## config.mk

```make
export PLATFORM = sky130hd
export DESIGN_NAME = bus_slave_port_ctrl_flat
export DESIGN_NICKNAME = d
export VERILOG_FILES = /design/src/rtl/bus_slave_port_ctrl_if.sv /design/src/rtl/bus_slave_port_ctrl.sv /design/src/flat_wrapper.sv
export SDC_FILE = /design/constraint.sdc
export NUM_CORES = 1
export LEC_CHECK = 0
export ABC_AREA = 1
export CORE_MARGIN = 4
export CORE_UTILIZATION = 30
export DETAILED_ROUTE_END_ITERATION = 12
export HOLD_SLACK_MARGIN = 0.12
export SYNTH_ARGS = -nofsm -noshare
export SYNTH_HDL_FRONTEND = slang
export SYNTH_SLANG_ARGS = --single-unit
```

## constraint.sdc

```tcl
create_clock -name clk -period 1.5 [get_ports clk]
set_clock_uncertainty 0.05 [all_clocks]
set_input_delay 0.3 -clock clk [delete_from_list [all_inputs] [get_ports clk]]
set_output_delay 0.3 -clock clk [all_outputs]
set_load 0.01 [all_outputs]
```

## src/rtl/bus_slave_port_ctrl_if.sv

```systemverilog
`default_nettype none
// ============================================================================
// Module   : bus_slave_port_ctrl_if
// Purpose  : Bit-serial bus bundle between a bus master and the slave port.
// Revision : 1.0
// ============================================================================
interface bus_slave_port_ctrl_if;
    logic mvalid;
    logic mwdata;
    logic mode;
    logic ready;
    logic srdata;
    logic srvalid;
    logic done;

    modport master (
        output mvalid, mwdata, mode,
        input  ready, srdata, srvalid, done
    );

    modport slave (
        input  mvalid, mwdata, mode,
        output ready, srdata, srvalid, done
    );
endinterface
`default_nettype wire

```

## src/rtl/bus_slave_port_ctrl.sv

```systemverilog
`default_nettype none
// ============================================================================
// Module   : bus_slave_port_ctrl
// Purpose  : Deserialises bit-serial bus transactions into one BRAM write or
//            read, and serialises read data back onto the bus.
// Revision : 1.0
// ============================================================================
module bus_slave_port_ctrl #(
    parameter int ADDR_WIDTH = 12,
    parameter int DATA_WIDTH = 8
) (
    input  wire logic                  clk,
    input  wire logic                  rst,
    bus_slave_port_ctrl_if.slave       bus,
    output logic [ADDR_WIDTH-1:0]      mem_addr,
    output logic [DATA_WIDTH-1:0]      mem_wdata,
    output logic                       mem_wen,
    output logic                       mem_ren,
    input  wire logic [DATA_WIDTH-1:0] mem_rdata,
    input  wire logic                  mem_rvalid
);

    localparam int c_MAX_W = (ADDR_WIDTH > DATA_WIDTH) ? ADDR_WIDTH : DATA_WIDTH;
    localparam int c_CNT_W = $clog2(c_MAX_W) + 1;
    // The first address bit is taken in IDLE, so ADDR only counts the rest.
    localparam logic [c_CNT_W-1:0] c_ADDR_LAST = c_CNT_W'((ADDR_WIDTH > 1) ? ADDR_WIDTH - 2 : 0);
    localparam logic [c_CNT_W-1:0] c_DATA_LAST = c_CNT_W'(DATA_WIDTH - 1);
    localparam logic [c_CNT_W-1:0] c_DATA_END  = c_CNT_W'(DATA_WIDTH);

    typedef enum logic [2:0] {
        S_IDLE  = 3'd0,
        S_ADDR  = 3'd1,
        S_WDATA = 3'd2,
        S_WRITE = 3'd3,
        S_READ  = 3'd4,
        S_RSEND = 3'd5
    } state_t;

    state_t                r_state;
    state_t                w_state_nxt;
    logic [c_CNT_W-1:0]    r_cnt;
    logic                  r_mode;
    logic [ADDR_WIDTH-1:0] r_addr_sr;
    logic [DATA_WIDTH-1:0] r_wdata_sr;
    logic [DATA_WIDTH-1:0] r_rdata_sr;
    logic [ADDR_WIDTH-1:0] w_addr_shift;
    logic [DATA_WIDTH-1:0] w_wdata_shift;
    logic                  w_ready;
    logic                  w_srvalid;
    logic                  w_done;
    logic                  w_wen;
    logic                  w_ren;
    logic                  w_cnt_inc;

    assign w_addr_shift  = (r_addr_sr  >> 1) | (ADDR_WIDTH'(bus.mwdata) << (ADDR_WIDTH - 1));
    assign w_wdata_shift = (r_wdata_sr >> 1) | (DATA_WIDTH'(bus.mwdata) << (DATA_WIDTH - 1));
    assign w_cnt_inc     = (((r_state == S_ADDR) || (r_state == S_WDATA)) && bus.mvalid)
                         || (r_state == S_RSEND);

    always_ff @(posedge clk) begin
        if (rst) begin
            r_state <= S_IDLE;
        end else begin
            r_state <= w_state_nxt;
        end
    end

    always_comb begin
        w_state_nxt = r_state;
        w_ready     = 1'b0;
        w_srvalid   = 1'b0;
        w_done      = 1'b0;
        w_wen       = 1'b0;
        w_ren       = 1'b0;
        case (r_state)
            S_IDLE: begin
                w_ready = 1'b1;
                if (bus.mvalid) begin
                    if (ADDR_WIDTH == 1) begin
                        w_state_nxt = bus.mode ? S_WDATA : S_READ;
                    end else begin
                        w_state_nxt = S_ADDR;
                    end
                end
            end
            S_ADDR: begin
                if (bus.mvalid && (r_cnt == c_ADDR_LAST)) begin
                    w_state_nxt = r_mode ? S_WDATA : S_READ;
                end
            end
            S_WDATA: begin
                if (bus.mvalid && (r_cnt == c_DATA_LAST)) begin
                    w_state_nxt = S_WRITE;
                end
            end
            S_WRITE: begin
                w_wen       = 1'b1;
                w_done      = 1'b1;
                w_state_nxt = S_IDLE;
            end
            S_READ: begin
                w_ren = 1'b1;
                if (mem_rvalid) begin
                    w_state_nxt = S_RSEND;
                end
            end
            S_RSEND: begin
                // One extra cycle past the last bit carries the done pulse.
                if (r_cnt == c_DATA_END) begin
                    w_done      = 1'b1;
                    w_state_nxt = S_IDLE;
                end else begin
                    w_srvalid = 1'b1;
                end
            end
            default: begin
                w_state_nxt = S_IDLE;
            end
        endcase
    end

    always_ff @(posedge clk) begin
        if (rst) begin
            r_cnt      <= '0;
            r_mode     <= 1'b0;
            r_addr_sr  <= '0;
            r_wdata_sr <= '0;
            r_rdata_sr <= '0;
            mem_addr   <= '0;
            mem_wdata  <= '0;
        end else begin
            if (w_state_nxt != r_state) begin
                r_cnt <= '0;
            end else if (w_cnt_inc) begin
                r_cnt <= r_cnt + 1'b1;
            end

            if ((r_state == S_IDLE) && bus.mvalid) begin
                r_mode <= bus.mode;
            end

            if (((r_state == S_IDLE) || (r_state == S_ADDR)) && bus.mvalid) begin
                r_addr_sr <= w_addr_shift;
                if ((w_state_nxt == S_WDATA) || (w_state_nxt == S_READ)) begin
                    mem_addr <= w_addr_shift;
                end
            end

            if ((r_state == S_WDATA) && bus.mvalid) begin
                r_wdata_sr <= w_wdata_shift;
                if (w_state_nxt == S_WRITE) begin
                    mem_wdata <= w_wdata_shift;
                end
            end

            if ((r_state == S_READ) && mem_rvalid) begin
                r_rdata_sr <= mem_rdata;
            end else if (w_srvalid) begin
                r_rdata_sr <= r_rdata_sr >> 1;
            end
        end
    end

    assign bus.ready   = w_ready;
    assign bus.srvalid = w_srvalid;
    assign bus.srdata  = w_srvalid & r_rdata_sr[0];
    assign bus.done    = w_done;
    assign mem_wen     = w_wen;
    assign mem_ren     = w_ren;

endmodule
`default_nettype wire

```

## src/flat_wrapper.sv

```systemverilog
// flat-port wrapper written by rule: the top's interface ports become plain ports
module bus_slave_port_ctrl_flat 
#(
    parameter int ADDR_WIDTH = 12,
    parameter int DATA_WIDTH = 8
)
  (clk, rst, mem_addr, mem_wdata, mem_wen, mem_ren, mem_rdata, mem_rvalid, bus_mvalid, bus_mwdata, bus_mode, bus_ready, bus_srdata, bus_srvalid, bus_done);
  bus_slave_port_ctrl_if bus_i ();
  input  wire logic clk;
  input  wire logic rst;
  output logic [ADDR_WIDTH-1:0] mem_addr;
  output logic [DATA_WIDTH-1:0] mem_wdata;
  output logic mem_wen;
  output logic mem_ren;
  input  wire logic [DATA_WIDTH-1:0] mem_rdata;
  input  wire logic mem_rvalid;
  input wire logic [$bits(bus_i.mvalid)-1:0] bus_mvalid;
  input wire logic [$bits(bus_i.mwdata)-1:0] bus_mwdata;
  input wire logic [$bits(bus_i.mode)-1:0] bus_mode;
  output wire logic [$bits(bus_i.ready)-1:0] bus_ready;
  output wire logic [$bits(bus_i.srdata)-1:0] bus_srdata;
  output wire logic [$bits(bus_i.srvalid)-1:0] bus_srvalid;
  output wire logic [$bits(bus_i.done)-1:0] bus_done;
  assign bus_i.mvalid = bus_mvalid;
  assign bus_i.mwdata = bus_mwdata;
  assign bus_i.mode = bus_mode;
  assign bus_ready = bus_i.ready;
  assign bus_srdata = bus_i.srdata;
  assign bus_srvalid = bus_i.srvalid;
  assign bus_done = bus_i.done;
  bus_slave_port_ctrl #(.ADDR_WIDTH(ADDR_WIDTH), .DATA_WIDTH(DATA_WIDTH)) u_core (.clk(clk), .rst(rst), .bus(bus_i), .mem_addr(mem_addr), .mem_wdata(mem_wdata), .mem_wen(mem_wen), .mem_ren(mem_ren), .mem_rdata(mem_rdata), .mem_rvalid(mem_rvalid));
endmodule
```

==> metrics.txt <==
crit start category register; layout cells sized above 1 around 38%; Placed Area around 3200 um2; Ys Warns 0; Vias 2285; diodes inserted 0; Slew @ Worst Pin about 0.34 ns; TritonRoute pass-1 iters 4; Post-route DRC 0; total of max-cap violations 0; gr usage total a little under an eighth; PortBufs 39; run status complete, but fails checks; #FFs+latches synth 55; clk slew on worst S/H paths 0.11 ns; Core Region between 7000 and 8000 um2; Data required, critical path approximately 1.2 ns; GRT overflow 0; post-synth net total between 300 and 400; Critical Path AT 1.37 ns; Syn Std Cell Area between 2000 and 2500 um2; Final Hold Viols 0; Final Core Density between 40% and 50%; slew margin rel. between 70 and 80%; synthesized instance count about 300; drt wl/cell between 10 and 15 um; Worst Hold Path Cells 2; Post-Route WL around 5.8 mm; worst vdd ir ~0.39 mV; Synth cell types 30; post-route cell area between 3000 and 4000 um2; Die Wd about 97 um; drt via density around 4.6; most frequent cells in the layout dfxtp_1 (50), nor2_1 (43), buf_4 (37), nand2_1 (30), o21ai_0 (28); Mapped Avg Cell Area between 7 and 8 um2; Starting Density between 30% and 40%; area grow syn2layout 55.6%; WS Path Type reg -> out; H-tree depth 2; largest net degree at the start of global routing 39; power per cell area just over 700 nW/um2; unrepaired setup endpoints after global routing true; min Tclk post-route about 1.7 ns; most common cell after layout, fill and taps aside dfxtp_1; vias in the first global route ~2100; Hold Path Class reg -> reg; Final Cycle Share 115%; fmax 582 MHz; count of pins over their slew limit 0; CTS root buf clkbuf_8; total chip power roughly 0.0026 W; dpl hpwl just under 4 mm; cell row count 32; NumNets Final 414; CTS sink count 55; Die Y between 90 and 100 um; final non-filler cell total 500; setup TNS -2.51 ns; CTS tree built; drt initial violations 75; Leakage Power 1.56 nW; initial antenna violation count 0; clk_lat worst skew roughly 0.32 ns; final antenna-violating net count 0; DIE AREA between 9000 and 10000 um2; failing checks setup timing; cts bufs inserted 5; global-route wire length before repair 9.23 mm; CP Capture Type output pin; GP Congestion 0.791; Worst Path Max Fanout 3; Setup WS post-layout -0.219 ns; Finish-stage setup viols 30; sequential fraction of the synthesis area between 40% and 50%; Reg2Reg Depth 12; DP Cell Count 477; CTS max path bufs 2; I/O pin count 40
## path summary, 6_finish.rpt
kind / start / endpoint / slack (ns)
setup / recovery: u_core.r_cnt[1] / bus_srdata / -0.22
hold / removal: u_core.r_rdata_sr[7] / u_core.r_rdata_sr[6] / 0.43
setup reg to reg: u_core.r_cnt[1] / u_core.r_state[1] / -0.15
hold reg to reg: u_core.r_rdata_sr[7] / u_core.r_rdata_sr[6] / 0.43
## synthesized netlist by cell type
cell type | n | area (um2)
a21oi_1 | 18 | 90.1
a22oi_1 | 1 | 7.51
a31oi_1 | 7 | 43.8
buf_2 | 2 | 10.0
buf_4 | 2 | 15.0
buf_6 | 1 | 11.3
clkbuf_1 | 7 | 26.3
dfxtp_1 | 55 | 1100
ha_1 | 3 | 37.5
inv_1 | 22 | 82.6
inv_2 | 7 | 26.3
inv_4 | 2 | 12.5
inv_8 | 1 | 11.3
nand2_1 | 34 | 128
nand2_2 | 4 | 25.0
nand2_4 | 4 | 45.0
nand2_8 | 1 | 20.0
nand3_1 | 10 | 50.1
nand3_2 | 3 | 30.0
nand4_1 | 2 | 12.5
nor2_1 | 63 | 236
nor2_2 | 3 | 18.8
nor2_4 | 2 | 22.5
nor2_8 | 1 | 20.0
nor3_2 | 5 | 50.1
o211ai_1 | 1 | 7.51
o21ai_0 | 36 | 180
o21ai_1 | 7 | 35.0
o32ai_1 | 1 | 8.76
xor2_1 | 3 | 26.3
## metrics by stage
step           worst slack, ns  hold slack, ns
2_1_floorplan           0.0645           0.319
3_3_place_gp            -0.342           0.401
4_1_cts                 -0.255           0.420
5_1_grt                 -0.290           0.445
6_report                -0.219           0.426
3_5_place_dp            -0.358           0.407
## metal layers
metal	global-route usage [%]	part of all wire, %	vias to the layer above
li1	-	-	1181
met1	15.4	45	1056
met2	18.8	50	44
met3	2.58	4.4	4
met4	3.51	0.78	0
met5	0	0	-
## where the power goes
part           internal [W]  switching [W]  total [W]
registers           0.00148      0.0000179    0.00150
clock network      0.000339       0.000525   0.000863
logic              0.000129       0.000139   0.000268
total               0.00195       0.000681    0.00263
## logic make-up after synthesis
family	count (synthesis)	synth area share, %
buffers and inverters	44	8.16
and+or+nand+nor	132	27.5
xor gates and xnor gates	3	1.10
DFF	55	46.0
adders and majority gates	3	1.57
AOI/OAI and AO/OA	71	15.6
## final cells by class
cell class / instances / area, um2
inverter: 32 / 153
sequential: 55 / 1110
timing repair inverter: 1 / 6.26
multi-input combinational: 209 / 1380
clock inverter: 3 / 23.8
timing repair buffer: 93 / 855
fill: 753 / 4010
tap: 102 / 128
clock buffer: 5 / 68.8
## worst max-delay path: stages (launching register included)
cell	delay, ns
dfxtp_2	0.34
inv_2	0.07
ha_4	0.12
nand4_1	0.11
buf_4	0.17
nand2_4	0.08
nor2_1	0.04
buf_2	0.13
## flip-flops by register name, summed over array words and instances, names as in the netlist
| name | count |
|---|---|
| u_core.r_addr_sr | 11 |
| u_core.r_wdata_sr | 7 |
| u_core.r_mode | 1 |
| u_core.mem_wdata | 8 |
| u_core.r_rdata_sr | 8 |
| u_core.mem_addr | 12 |
| u_core.r_state | 3 |
| u_core.r_cnt | 5 |
## repair_timing
action,4_1_cts,5_1_grt
hold buffers,0,0
gates resized for setup,69,87
endpoints found under the setup margin,52,47
endpoints found under the hold margin,0,0
setup buffers,7,6
pin swaps,14,23
cloned,0,3
Power figures use the tool's default switching activity.
